[src/rtl/div_share_ctrl_if.sv]
// Requester/response bundle for the shared divider scheduler.
//   req_valid/req_ready        per-requester handshake (one bit per requester)
//   req_dividend/req_divisor   packed operands, requester i at [i*WIDTH +: WIDTH]
//   rsp_valid/rsp_ready        single response handshake
//   rsp_id                     index of the requester that owns the response
//   rsp_quotient/rsp_remainder divider results
//   rsp_zero_err               divisor was zero; quotient/remainder are don't-care
// master: requester/consumer side; slave: the scheduler.
interface div_share_ctrl_if #(
  parameter int unsigned N_REQ = 4,
  parameter int unsigned WIDTH = 8
);
  localparam int unsigned ID_W = $clog2(N_REQ);

  logic [N_REQ-1:0]       req_valid;
  logic [N_REQ-1:0]       req_ready;
  logic [N_REQ*WIDTH-1:0] req_dividend;
  logic [N_REQ*WIDTH-1:0] req_divisor;
  logic                   rsp_valid;
  logic                   rsp_ready;
  logic [ID_W-1:0]        rsp_id;
  logic [WIDTH-1:0]       rsp_quotient;
  logic [WIDTH-1:0]       rsp_remainder;
  logic                   rsp_zero_err;

  modport master (
    output req_valid, req_dividend, req_divisor, rsp_ready,
    input  req_ready, rsp_valid, rsp_id, rsp_quotient, rsp_remainder, rsp_zero_err
  );

  modport slave (
    input  req_valid, req_dividend, req_divisor, rsp_ready,
    output req_ready, rsp_valid, rsp_id, rsp_quotient, rsp_remainder, rsp_zero_err
  );
endinterface

[src/rtl/div_share_ctrl.sv]
// Round-robin scheduler sharing one sequential divider between N_REQ requesters.
// Accepts one request at a time, pulses div_start for one cycle, waits for the
// divider (including the divide-by-zero shortcut) and returns the tagged result
// on a single backpressured response channel.
// Ports:
//   clk, rst        clock, synchronous active-high reset
//   bus             requester/response bundle (slave side)
//   busy            high whenever the scheduler is not idle
//   div_start       one-cycle start pulse to the divider
//   div_dividend    registered operand to the divider
//   div_divisor     registered operand to the divider
//   div_quotient    divider quotient
//   div_remainder   divider remainder
//   div_zero_err    divider divide-by-zero flag
//   div_valid       divider result valid (only while divider idle and not started)
module div_share_ctrl #(
  parameter int unsigned N_REQ = 4,
  parameter int unsigned WIDTH = 8
) (
  input  logic             clk,
  input  logic             rst,
  div_share_ctrl_if.slave  bus,
  output logic             busy,
  output logic             div_start,
  output logic [WIDTH-1:0] div_dividend,
  output logic [WIDTH-1:0] div_divisor,
  input  logic [WIDTH-1:0] div_quotient,
  input  logic [WIDTH-1:0] div_remainder,
  input  logic             div_zero_err,
  input  logic             div_valid
);
  localparam int unsigned ID_W = $clog2(N_REQ);

  typedef enum logic [1:0] {
    IDLE  = 2'd0,
    ISSUE = 2'd1,
    WAIT  = 2'd2,
    RESP  = 2'd3
  } state_t;

  state_t           state_q, state_d;
  logic [ID_W-1:0]  rr_ptr_q;
  logic [ID_W-1:0]  id_q;
  logic [ID_W-1:0]  grant;
  logic [ID_W-1:0]  cand;
  logic             found;
  logic             accept;
  logic             capture;
  logic [N_REQ-1:0] ready_c;
  logic [WIDTH-1:0] dividend_q, divisor_q, quot_q, rem_q;
  logic             zero_err_q, rsp_valid_q, start_q, busy_q;
  logic [WIDTH-1:0] dvd_arr [N_REQ];
  logic [WIDTH-1:0] dvs_arr [N_REQ];

  // Unpack the per-requester operand lanes.
  for (genvar gi = 0; gi < N_REQ; gi++) begin : g_unpack
    assign dvd_arr[gi] = bus.req_dividend[gi*WIDTH +: WIDTH];
    assign dvs_arr[gi] = bus.req_divisor[gi*WIDTH +: WIDTH];
  end

  // Rotating-priority search starting just after the last grant.
  always_comb begin
    found = 1'b0;
    grant = '0;
    cand  = '0;
    for (int unsigned k = 1; k <= N_REQ; k++) begin
      cand = ID_W'((32'(rr_ptr_q) + k) % N_REQ);
      if (!found && bus.req_valid[cand]) begin
        found = 1'b1;
        grant = cand;
      end
    end
  end

  // Next-state and handshake decode.
  always_comb begin
    state_d = state_q;
    ready_c = '0;
    accept  = 1'b0;
    capture = 1'b0;
    case (state_q)
      IDLE: begin
        if (found && !rst) begin
          ready_c[grant] = 1'b1;
          accept         = 1'b1;
          state_d        = ISSUE;
        end
      end
      ISSUE: state_d = WAIT;
      WAIT: begin
        // div_valid seen in ISSUE is stale; only trust it from WAIT on.
        if (div_valid) begin
          capture = 1'b1;
          state_d = RESP;
        end
      end
      RESP: begin
        if (bus.rsp_ready) state_d = IDLE;
      end
      default: state_d = IDLE;
    endcase
  end

  // State, pointer, operand and result registers.
  always_ff @(posedge clk) begin
    if (rst) begin
      state_q     <= IDLE;
      rr_ptr_q    <= ID_W'(N_REQ - 1);
      id_q        <= '0;
      dividend_q  <= '0;
      divisor_q   <= '0;
      quot_q      <= '0;
      rem_q       <= '0;
      zero_err_q  <= 1'b0;
      rsp_valid_q <= 1'b0;
      start_q     <= 1'b0;
      busy_q      <= 1'b0;
    end else begin
      state_q     <= state_d;
      rsp_valid_q <= (state_d == RESP);
      start_q     <= (state_d == ISSUE);
      busy_q      <= (state_d != IDLE);
      if (accept) begin
        rr_ptr_q   <= grant;
        id_q       <= grant;
        dividend_q <= dvd_arr[grant];
        divisor_q  <= dvs_arr[grant];
      end
      if (capture) begin
        quot_q     <= div_quotient;
        rem_q      <= div_remainder;
        zero_err_q <= div_zero_err;
      end
    end
  end

  assign bus.req_ready     = ready_c;
  assign bus.rsp_valid     = rsp_valid_q;
  assign bus.rsp_id        = id_q;
  assign bus.rsp_quotient  = quot_q;
  assign bus.rsp_remainder = rem_q;
  assign bus.rsp_zero_err  = zero_err_q;
  assign busy              = busy_q;
  assign div_start         = start_q;
  assign div_dividend      = dividend_q;
  assign div_divisor       = divisor_q;
endmodule

[src/flat_wrapper.sv]
// flat-port wrapper written by rule: the top's interface ports become plain ports
module div_share_ctrl_flat 
#(
  parameter int unsigned N_REQ = 4,
  parameter int unsigned WIDTH = 8
)
  (clk, rst, busy, div_start, div_dividend, div_divisor, div_quotient, div_remainder, div_zero_err, div_valid, bus_req_valid, bus_req_dividend, bus_req_divisor, bus_rsp_ready, bus_req_ready, bus_rsp_valid, bus_rsp_id, bus_rsp_quotient, bus_rsp_remainder, bus_rsp_zero_err);
  div_share_ctrl_if #(.N_REQ(N_REQ), .WIDTH(WIDTH)) bus_i ();
  input  logic clk;
  input  logic rst;
  output logic busy;
  output logic div_start;
  output logic [WIDTH-1:0] div_dividend;
  output logic [WIDTH-1:0] div_divisor;
  input  logic [WIDTH-1:0] div_quotient;
  input  logic [WIDTH-1:0] div_remainder;
  input  logic div_zero_err;
  input  logic div_valid;
  input wire logic [$bits(bus_i.req_valid)-1:0] bus_req_valid;
  input wire logic [$bits(bus_i.req_dividend)-1:0] bus_req_dividend;
  input wire logic [$bits(bus_i.req_divisor)-1:0] bus_req_divisor;
  input wire logic [$bits(bus_i.rsp_ready)-1:0] bus_rsp_ready;
  output wire logic [$bits(bus_i.req_ready)-1:0] bus_req_ready;
  output wire logic [$bits(bus_i.rsp_valid)-1:0] bus_rsp_valid;
  output wire logic [$bits(bus_i.rsp_id)-1:0] bus_rsp_id;
  output wire logic [$bits(bus_i.rsp_quotient)-1:0] bus_rsp_quotient;
  output wire logic [$bits(bus_i.rsp_remainder)-1:0] bus_rsp_remainder;
  output wire logic [$bits(bus_i.rsp_zero_err)-1:0] bus_rsp_zero_err;
  assign bus_i.req_valid = bus_req_valid;
  assign bus_i.req_dividend = bus_req_dividend;
  assign bus_i.req_divisor = bus_req_divisor;
  assign bus_i.rsp_ready = bus_rsp_ready;
  assign bus_req_ready = bus_i.req_ready;
  assign bus_rsp_valid = bus_i.rsp_valid;
  assign bus_rsp_id = bus_i.rsp_id;
  assign bus_rsp_quotient = bus_i.rsp_quotient;
  assign bus_rsp_remainder = bus_i.rsp_remainder;
  assign bus_rsp_zero_err = bus_i.rsp_zero_err;
  div_share_ctrl #(.N_REQ(N_REQ), .WIDTH(WIDTH)) u_core (.clk(clk), .rst(rst), .bus(bus_i), .busy(busy), .div_start(div_start), .div_dividend(div_dividend), .div_divisor(div_divisor), .div_quotient(div_quotient), .div_remainder(div_remainder), .div_zero_err(div_zero_err), .div_valid(div_valid));
endmodule
[config.mk]
export PLATFORM = sky130hd
export DESIGN_NAME = div_share_ctrl_flat
export DESIGN_NICKNAME = d
export VERILOG_FILES = /design/src/rtl/div_share_ctrl_if.sv /design/src/rtl/div_share_ctrl.sv /design/src/flat_wrapper.sv
export SDC_FILE = /design/constraint.sdc
export NUM_CORES = 1
export LEC_CHECK = 0
export ABC_AREA = 1
export ABC_CLOCK_PERIOD_IN_PS = 3100
export BUFFER_PORTS_ARGS = -buffer_cell sky130_fd_sc_hd__buf_2
export CORE_MARGIN = 2
export CORE_UTILIZATION = 45
export DETAILED_ROUTE_END_ITERATION = 7
export PLACE_DENSITY_LB_ADDON = 0.15
export SETUP_SLACK_MARGIN = 0.02
export SKIP_LAST_GASP = 1
export SLEW_MARGIN = 20
export SYNTH_ARGS = -nofsm -noshare
export SYNTH_HDL_FRONTEND = slang
export SYNTH_SLANG_ARGS = --single-unit
[constraint.sdc]
create_clock -name clk -period 3.1 [get_ports clk]
set_clock_uncertainty 0.05 [all_clocks]
set_input_delay 0.465 -clock clk [delete_from_list [all_inputs] [get_ports clk]]
set_output_delay 0.465 -clock clk [all_outputs]
set_load 0.02 [all_outputs]
==> results.ini, run 1 <==
[grt]
grt_pass1_wl_um=10400
grt_max_degree=37
antenna_found_initial=0
gr-usage-all-layers=0.212
grt_remaining_overflow=0
first_global_vias=2346

[worst_setup_path]
cpMostUsedCell=nand2_1
worst_setup_path_end_kind=primary output
reg2reg_slack_ps=850
slowest_delay_ps=580
r2r_end=u_core.div_dividend[5]
crit_family=simple AND/OR/NAND/NOR gates
worst-path-buf-inv=3
critPathRequiredTime_ps=2580
timing.rr.start=u_core.rr_ptr_q[0]
worstSetupStartpointType=flip-flop
path_class=reg2out
reg2reg_depth=15
cp_data_arrival_time_ps=2310
slowest_stage=dfxtp_1
cp_max_fo=34
cp_cell_sequence=inv_4, nand2_1, nand2_2, nand2_1, nand2_2, nor2_1, nand2_1, nand2_4, nand2_4, inv_2, nand2_1, nor2_1, buf_2

[finish]
finalInstanceArea_sq_mm=0.00319
area_growth_pct=30.2
drive_gt1_frac=0.326
nets=600
antennaDiodeCount=0
fin_util=0.616
num-fill-cells=511

[detailed_routing]
postRouteWirelength_um=6540
via_count=2752
antenna_left=0
firstDrtPassIters=6
via_per_inst=4.73
drc=0
drt_iter0_drc=125
wl_per_cell_um=11.2

[sta]
worst_pin_slew_ps=989
setup_viol=0
fmax_ghz=0.354
period_share=0.911
tns_ps=0
relSlewSlack=0.340
fin_crit_ps=2820
rsz0062_at_grt=false
hold_violations=0
drv_slew=0

[logic_synthesis]
syn_avg_cell_area_sq_um=6.26
synth_top_area_frac=0.344
syn_inst=391
synth_area_leaders=dfxtp_1 34%, nand2_1 25%, nand3_1 10%
synth_top_area_cell=dfxtp_1
syn-cell-area_sq_mm=0.00245
ys_seq_area_frac=0.344
yosysWarnings=0
synth_fp_nets=480
synth.ff_latch_count=42
synth_cell_types=24

[worst_hold_path]
hold_class=in2reg
holdPathEnd=u_core.state_q[1]
hold_path.startpoint=rst
whs_path_depth=2

[cts]
cts_sinks=42
clockRootBuffer=clkbuf_8
cts.clk_slew.worst_paths_ps=80
cts_buffers=5
holdBufCountCts=0
post_cts_resized=0
ctsHtreeMaxLevel=2
cts_tree=yes
clk-insertion-delay-late_ps=290
clk_path_buf_depth=2
postCtsSetupBuffers=0

[floorplanning]
num_rows=26
die_width_um=77.7
dieArea_sq_mm=0.00604
die_y_um=77.7
io-pin-count=131
core_sq_mm=0.00517
start_util=0.473

[status]
status=completed

[pwr]
leakagePower_uw=0.00187
vdd_drop_max_mv=0.497
powerDensity_mw_per_mm2=930

[place]
hpwlAfterDp_um=4660
io_buffers=130
place_area_sq_mm=0.00308
gp_congestion=0.844

[run]
drv.max_cap_violation_count=0

==> cells in the final DEF, fill, tap and decap left out, drive strengths merged <==
cell type and count:
inv 44, clkbuf 6, dfxtp 42, nand3b 2, o31ai 1, clkinvlp 1, nor3 1, bufinv 1
o21bai 1, buf 133, o21ai 20, nand2 174, a21oi 19, nor2 13, nand4 1, nand3 53
==> state kept, by name (all words and copies together), names as in the netlist <==
signal / cells
u_core.div_dividend: 8
u_core.bus.rsp_zero_err: 1
u_core.div_start: 1
u_core.busy: 1
u_core.bus.rsp_remainder: 8
u_core.bus.rsp_quotient: 8
u_core.bus.rsp_id: 2
u_core.state_q: 2
u_core.rr_ptr_q: 2
u_core.bus.rsp_valid: 1
u_core.div_divisor: 8
==> layout make-up <==
| cell class | instances | area (sq um) | share of cell area |
|---|---|---|---|
| clock buffers | 6 | 72.6 | 0.0228 |
| clock inverters | 2 | 37.5 | 0.0118 |
| inverters | 44 | 170 | 0.0534 |
| multi-input cells | 285 | 1300 | 0.409 |
| flip-flops and latches | 42 | 841 | 0.264 |
| well taps | 70 | 87.6 | 0.0275 |
| repair buffers | 133 | 673 | 0.211 |
==> per-stage QoR <==
step | power, uW | hold slack, ps | instances | worst slack (ps)
after floorplan | 2230 | 458 | 391 | 842
after global placement | 2500 | 379 | 574 | 699
after detailed placement | 2540 | 387 | 574 | 610
after CTS | 2980 | 367 | 582 | 272
after global routing | 3240 | 386 | 582 | 24.6
final | 2960 | 383 | 582 | 275
==> where the power goes <==
part / switching (uW) / internal (uW)
sequential: 84.1 / 677
combinational: 1190 / 573
clock: 193 / 240
total: 1470 / 1490
==> kinds of logic after synthesis <==
logic type	count (synthesis)	share of synthesized area
flops	42	0.344
buf+inv	64	0.123
simple gates	244	0.444
compound gates	41	0.0890
==> cells in the mapped netlist <==
cell type and count:
clkbuf_1 6, inv_4 2, nor3_1 1, buf_6 5, nand2_4 6, inv_1 38, nand4_1 1, o31ai_1 1
nor2_2 1, o21ai_0 19, buf_2 6, nand3b_1 2, nand2_2 8, a21oi_1 19, dfxtp_1 42, nor2_1 10
o21ai_2 1, nand3_1 51, nand3_2 2, nor2_4 2, buf_4 3, o21bai_2 1, inv_2 4, nand2_1 160
==> worst max path at each step <==
stage               slack, ps                from               end  cells after the start
floorplan                 840    bus_req_valid[0]  bus_req_ready[1]                     10
global placement          700  u_core.rr_ptr_q[0]  bus_req_ready[0]                     13
detailed placement        610  u_core.rr_ptr_q[0]  bus_req_ready[0]                     13
CTS                       270  u_core.rr_ptr_q[0]  bus_req_ready[0]                     13
global route               20  u_core.rr_ptr_q[0]  bus_req_ready[0]                     13
finish                    280  u_core.rr_ptr_q[0]  bus_req_ready[0]                     13
==> layer usage <==
| metal | track usage | vias to the layer above | share of wire |
|---|---|---|---|
| li1 | - | 1455 | - |
| met1 | 0.247 | 1194 | 0.43 |
| met2 | 0.366 | 97 | 0.47 |
| met3 | 0.0663 | 6 | 0.088 |
| met4 | 0.0696 | 0 | 0.011 |
| met5 | 0 | - | 0 |
No activity file was read; power rests on OpenSTA's default activity.
==> inputs of run 2 (changes only) <==
--- a/config.mk
+++ b/config.mk
@@ -5,13 +5,12 @@
 export SDC_FILE = /design/constraint.sdc
 export NUM_CORES = 1
 export LEC_CHECK = 0
-export ABC_AREA = 1
 export ABC_CLOCK_PERIOD_IN_PS = 3100
 export BUFFER_PORTS_ARGS = -buffer_cell sky130_fd_sc_hd__buf_2
 export CORE_MARGIN = 2
 export CORE_UTILIZATION = 45
 export DETAILED_ROUTE_END_ITERATION = 7
-export PLACE_DENSITY_LB_ADDON = 0.15
+export PLACE_DENSITY = 0.87
 export SETUP_SLACK_MARGIN = 0.02
 export SKIP_LAST_GASP = 1
 export SLEW_MARGIN = 20
==> run 2 against run 1 <==
  * Flip-flop and latch count stayed put
  * First-iteration DRC count stayed put
  * Combinational power is 69% lower
  * Critical endpoint is now bus_req_ready[1]
  * Largest power group is now registers
==> results.ini, run 2 <==
[cts]
clockRootBuffer=clkbuf_8
clk_path_buf_depth=2
post_cts_resized=0
cts_buffers=5
cts.clk_slew.worst_paths_ps=90
cts_tree=yes
postCtsSetupBuffers=0
clk-insertion-delay-late_ps=300
holdBufCountCts=0
cts_sinks=42
ctsHtreeMaxLevel=2

[logic_synthesis]
yosys_most_used_dff=dfxtp_1
yosysMostFrequentCell=dfxtp_1
syn_avg_cell_area_sq_um=8.73
synth_top_area_cell=dfxtp_1
yosysWarnings=0
synth-edff-count=0
synth_top_area_frac=0.408
syn_inst=236
syn-cell-area_sq_mm=0.00206
synth.ff_latch_count=42
synth_area_leaders=dfxtp_1 41%, a21oi_1 8.5%, a221o_1 7.3%
ys_async_sr_fraction=0
ys_seq_area_frac=0.408
synth_cell_types=39
synth_fp_nets=325
netlist_top_cells_count=42 x dfxtp_1, 38 x nand2_1, 35 x a21oi_1

[place]
place_area_sq_mm=0.00270
hpwlAfterDp_um=4320
io_buffers=130
gp_congestion=0.794
dp.cells=405

[worst_hold_path]
hold_class=in2reg

[finish]
drive_gt1_frac=0.449
layout_commonest_cell=buf_2
finalInstanceArea_sq_mm=0.00284
layout_common_cells=130 x buf_2, 42 x dfxtp_1, 38 x nand2_1
antennaDiodeCount=0
nets=449
area_growth_pct=37.9
instances_no_fill=413
num-fill-cells=377

[sta]
fmax_ghz=0.353
drv_slew=0
tns_ps=0
relSlewSlack=0.552
period_share=0.915
hold-worst-slack_ps=345
fin_crit_ps=2840
hold_violations=0
worst_pin_slew_ps=672
setup_viol=0
rsz0062_at_grt=false

[pwr]
power_uw=1730
leakagePower_uw=0.00140
vdd_drop_max_mv=0.354
powerDensity_mw_per_mm2=609

[worst_setup_path]
worst_setup_path_end_kind=primary output
cp_data_arrival_time_ps=2320
path_class=reg2out
critPathRequiredTime_ps=2580
cp_max_fo=19
worstSetupStartpointType=flip-flop

[status]
status=completed

[grt]
antenna_found_initial=0
grt_pass1_wl_um=9110
grt_max_degree=26
grt_remaining_overflow=0
first_global_vias=2114
gr-usage-all-layers=0.220

[detailed_routing]
antenna_left=0
via_per_inst=5.24
drt_iter0_drc=125
postRouteWirelength_um=5670
firstDrtPassIters=4
via_count=2163
wl_per_cell_um=13.7
drc=0

[floorplanning]
die_y_um=71.7
die_width_um=71.7
start_util=0.470
dieArea_sq_mm=0.00514
num_rows=24
core_sq_mm=0.00438
io-pin-count=131

[run]
drv.max_cap_violation_count=0

[run 2: cell count changes in the layout (fill, tap and decap cells not counted), sizes merged, moves of 2 or more]
| cell | previous run | this run |
|---|---|---|
| or2 | 0 | 3 |
| inv | 44 | 3 |
| a221o | 0 | 15 |
| nand3 | 53 | 15 |
| and2 | 0 | 2 |
| nand2 | 174 | 38 |
| nor2b | 0 | 3 |
| mux2i | 0 | 3 |
| o21ai | 20 | 15 |
| a21oi | 19 | 35 |
| mux2 | 0 | 15 |
[run 2: kinds of logic (layout without fill, tap and decap cells)]
family	after synthesis	after routing	share of synthesized area
buffers and inverters	20	145	0.0553
and+or+nand+nor	82	82	0.186
DFF	42	42	0.408
muxes	18	18	0.107
AOI/OAI and AO/OA	74	74	0.243
[run 2: final cells by class]
type | count | area [sq um] | area share
flip-flops and latches | 42 | 841 | 0.296
clock buffers | 5 | 68.8 | 0.0242
inverters | 3 | 11.3 | 0.00396
clock inverters | 3 | 68.8 | 0.0242
repair buffers | 134 | 681 | 0.240
well taps | 52 | 65.1 | 0.0229
multi-input cells | 174 | 1110 | 0.389
[run 2: report_power, final]
group	switching [uW]	internal, uW
Clock	198	323
Sequential	49.4	618
Combinational	308	233
Total	555	1170
[run 2: worst paths after layout]
check | from | end | slack (ps) | cells after the start
max | u_core.rr_ptr_q[1] | bus_req_ready[1] | 260 | 5
min | div_remainder[6] | u_core.bus.rsp_remainder[6] | 340 | 3
max reg2reg | u_core.rr_ptr_q[1] | u_core.div_dividend[4] | 500 | 5
min reg2reg | u_core.bus.rsp_remainder[4] | u_core.bus.rsp_remainder[4] | 410 | 2
[run 2: stage by stage]
stage | utilization | setup WS, ps
3_5_place_dp | 0.617 | 482
6_report | 0.648 | 263
4_1_cts | 0.648 | 238
5_1_grt | 0.648 | 58.7
3_3_place_gp | 0.617 | 560
2_1_floorplan | - | 894
[run 2: critical path, stage by stage (launching register included)]
cell	delay, ps
dfxtp_1	540
mux2i_1	440
o2bb2ai_4	210
nor2_4	540
nor2_1	100
buf_2	180
[run 2: layer usage]
metal  GRT usage  share of wire  wire, um
met5           0              0         0
met4      0.0776          0.015        87
met3      0.0534          0.081       457
met2       0.398           0.51      2880
met1       0.250           0.40      2250
==> inputs of run 3 (changes only) <==
--- a/config.mk
+++ b/config.mk
@@ -7,9 +7,9 @@
 export LEC_CHECK = 0
 export ABC_CLOCK_PERIOD_IN_PS = 3100
 export BUFFER_PORTS_ARGS = -buffer_cell sky130_fd_sc_hd__buf_2
-export CORE_MARGIN = 2
 export CORE_UTILIZATION = 45
 export DETAILED_ROUTE_END_ITERATION = 7
+export HOLD_SLACK_MARGIN = 0.06
 export PLACE_DENSITY = 0.87
 export SETUP_SLACK_MARGIN = 0.02
 export SKIP_LAST_GASP = 1
==> run 3 against run 2 <==
  * Via count about the same
  * Critical path depth stayed put
  * Clock power shrank 18%
  * Utilization fell by 0.63 points
  * Worst hold slack gained 7.6 ps
  * Non-clock buffer count did not move
  * Setup slack better by 23 ps
  * Highest routed layer unchanged
==> results.ini, run 3 (synthesized netlist as in run 2, its figures left out) <==
[status]
status=completed

[floorplanning]
die_width_um=69.7
core_sq_mm=0.00438
start_util=0.470
io-pin-count=131
dieArea_sq_mm=0.00485
die_y_um=69.7
num_rows=24

[detailed_routing]
via_per_inst=5.23
drc=0
drt_iter0_drc=114
firstDrtPassIters=6
antenna_left=0
wl_per_cell_um=13.1
postRouteWirelength_um=5390
via_count=2161

[worst_setup_path]
path_class=reg2out
reg2reg_depth=5
critPathRequiredTime_ps=2580
timing.rr.start=u_core.rr_ptr_q[1]
slowest_delay_ps=540
r2r_end=u_core.div_dividend[6]
worst-path-buf-inv=1
endpoint=bus_req_ready[3]
cp_cell_sequence=mux2i_1, o2bb2ai_4, nor2_4, nor2_1, buf_2
cp_data_arrival_time_ps=2300
critical_path_depth=5
crit_family=simple AND/OR/NAND/NOR gates
worstSetupStartpointType=flip-flop
slowest_stage=dfxtp_1
setup.worst_path.start=u_core.rr_ptr_q[1]
worst_setup_path_end_kind=primary output
reg2reg_slack_ps=530
cp_max_fo=19

[finish]
antennaDiodeCount=0
area_growth_pct=36.6
layout_common_cells=130 x buf_2, 42 x dfxtp_1, 38 x nand2_1
layout_commonest_cell=buf_2
finalInstanceArea_sq_mm=0.00281
instances_no_fill=413
nets=449
drive_gt1_frac=0.446

[grt]
gr-usage-all-layers=0.225
antenna_found_initial=0
first_global_vias=2051
grt_pass1_wl_um=8830
grt_remaining_overflow=0
grt_max_degree=26

[cts]
cts_tree=yes
cts_buffers=5
cts_sinks=42
clockRootBuffer=clkbuf_8
cts.clk_slew.worst_paths_ps=80
ctsHtreeMaxLevel=2
post_cts_resized=0
postCtsSetupBuffers=0
clk_path_buf_depth=2
holdBufCountCts=0
clk-insertion-delay-late_ps=290

[place]
io_buffers=130
gp_congestion=0.792
place_area_sq_mm=0.00270
dp.cells=405
hpwlAfterDp_um=4150
pre_cts_ws_ps=520

[pwr]
vdd_drop_max_mv=0.342
powerDensity_mw_per_mm2=580
leakagePower_uw=0.00139

[sta]
rsz0062_at_grt=false
fin_crit_ps=2810
tns_ps=0
hold_violations=0
setup_viol=0
period_share=0.908
drv_slew=0
relSlewSlack=0.543
fmax_ghz=0.355
hold-worst-slack_ps=352
fin_ws_ps=287
worst_pin_slew_ps=685

[run]
drv.max_cap_violation_count=0

[worst_hold_path]
hold_class=in2reg
hold_path.startpoint=div_quotient[0]

run 3: worst register-to-register path, cell delays in order (launching register included):
cell and delay (ps):
dfxtp_1 540, mux2i_1 450, o2bb2ai_4 200, nor2_4 520
mux2_2 400, a221o_1 300
run 3: per-stage QoR:
step | util | power [uW]
floorplan | - | 1050
global placement | 0.617 | 1210
detailed placement | 0.617 | 1220
CTS | 0.642 | 1650
global route | 0.642 | 1720
finish | 0.642 | 1630
run 3: worst min path at each step:
stage / depth (start not counted) / endpoint
final: 3 / u_core.bus.rsp_quotient[0]
after global routing: 3 / u_core.bus.rsp_quotient[0]
after CTS: 3 / u_core.bus.rsp_zero_err
after detailed placement: 2 / u_core.bus.rsp_zero_err
after global placement: 2 / u_core.bus.rsp_zero_err
after floorplan: 1 / u_core.bus.rsp_valid
run 3: area by class of cell:
type	instances	area, sq um
clock buffer	6	72.6
clock inverter	2	37.5
fill	382	1570
inverter	3	11.3
multi-input combinational	174	1110
sequential	42	841
tap	52	65.1
timing repair buffer	134	681
run 3: layer usage:
metal	track usage	up-vias	routed length, um	part of all wire
met5	0	-	0	0
met4	0.0911	0	85	0.016
met3	0.0640	13	389	0.072
met2	0.405	86	2740	0.51
met1	0.247	970	2170	0.40
li1	-	1092	-	-
run 3: report_power, final:
part / leakage [uW] / total [uW] / internal [uW] / switching, uW
combinational: 0.000990 / 538 / 233 / 305
sequential: 0.000344 / 667 / 618 / 48.8
clock: 0.0000514 / 426 / 240 / 186
total: 0.00139 / 1630 / 1090 / 539
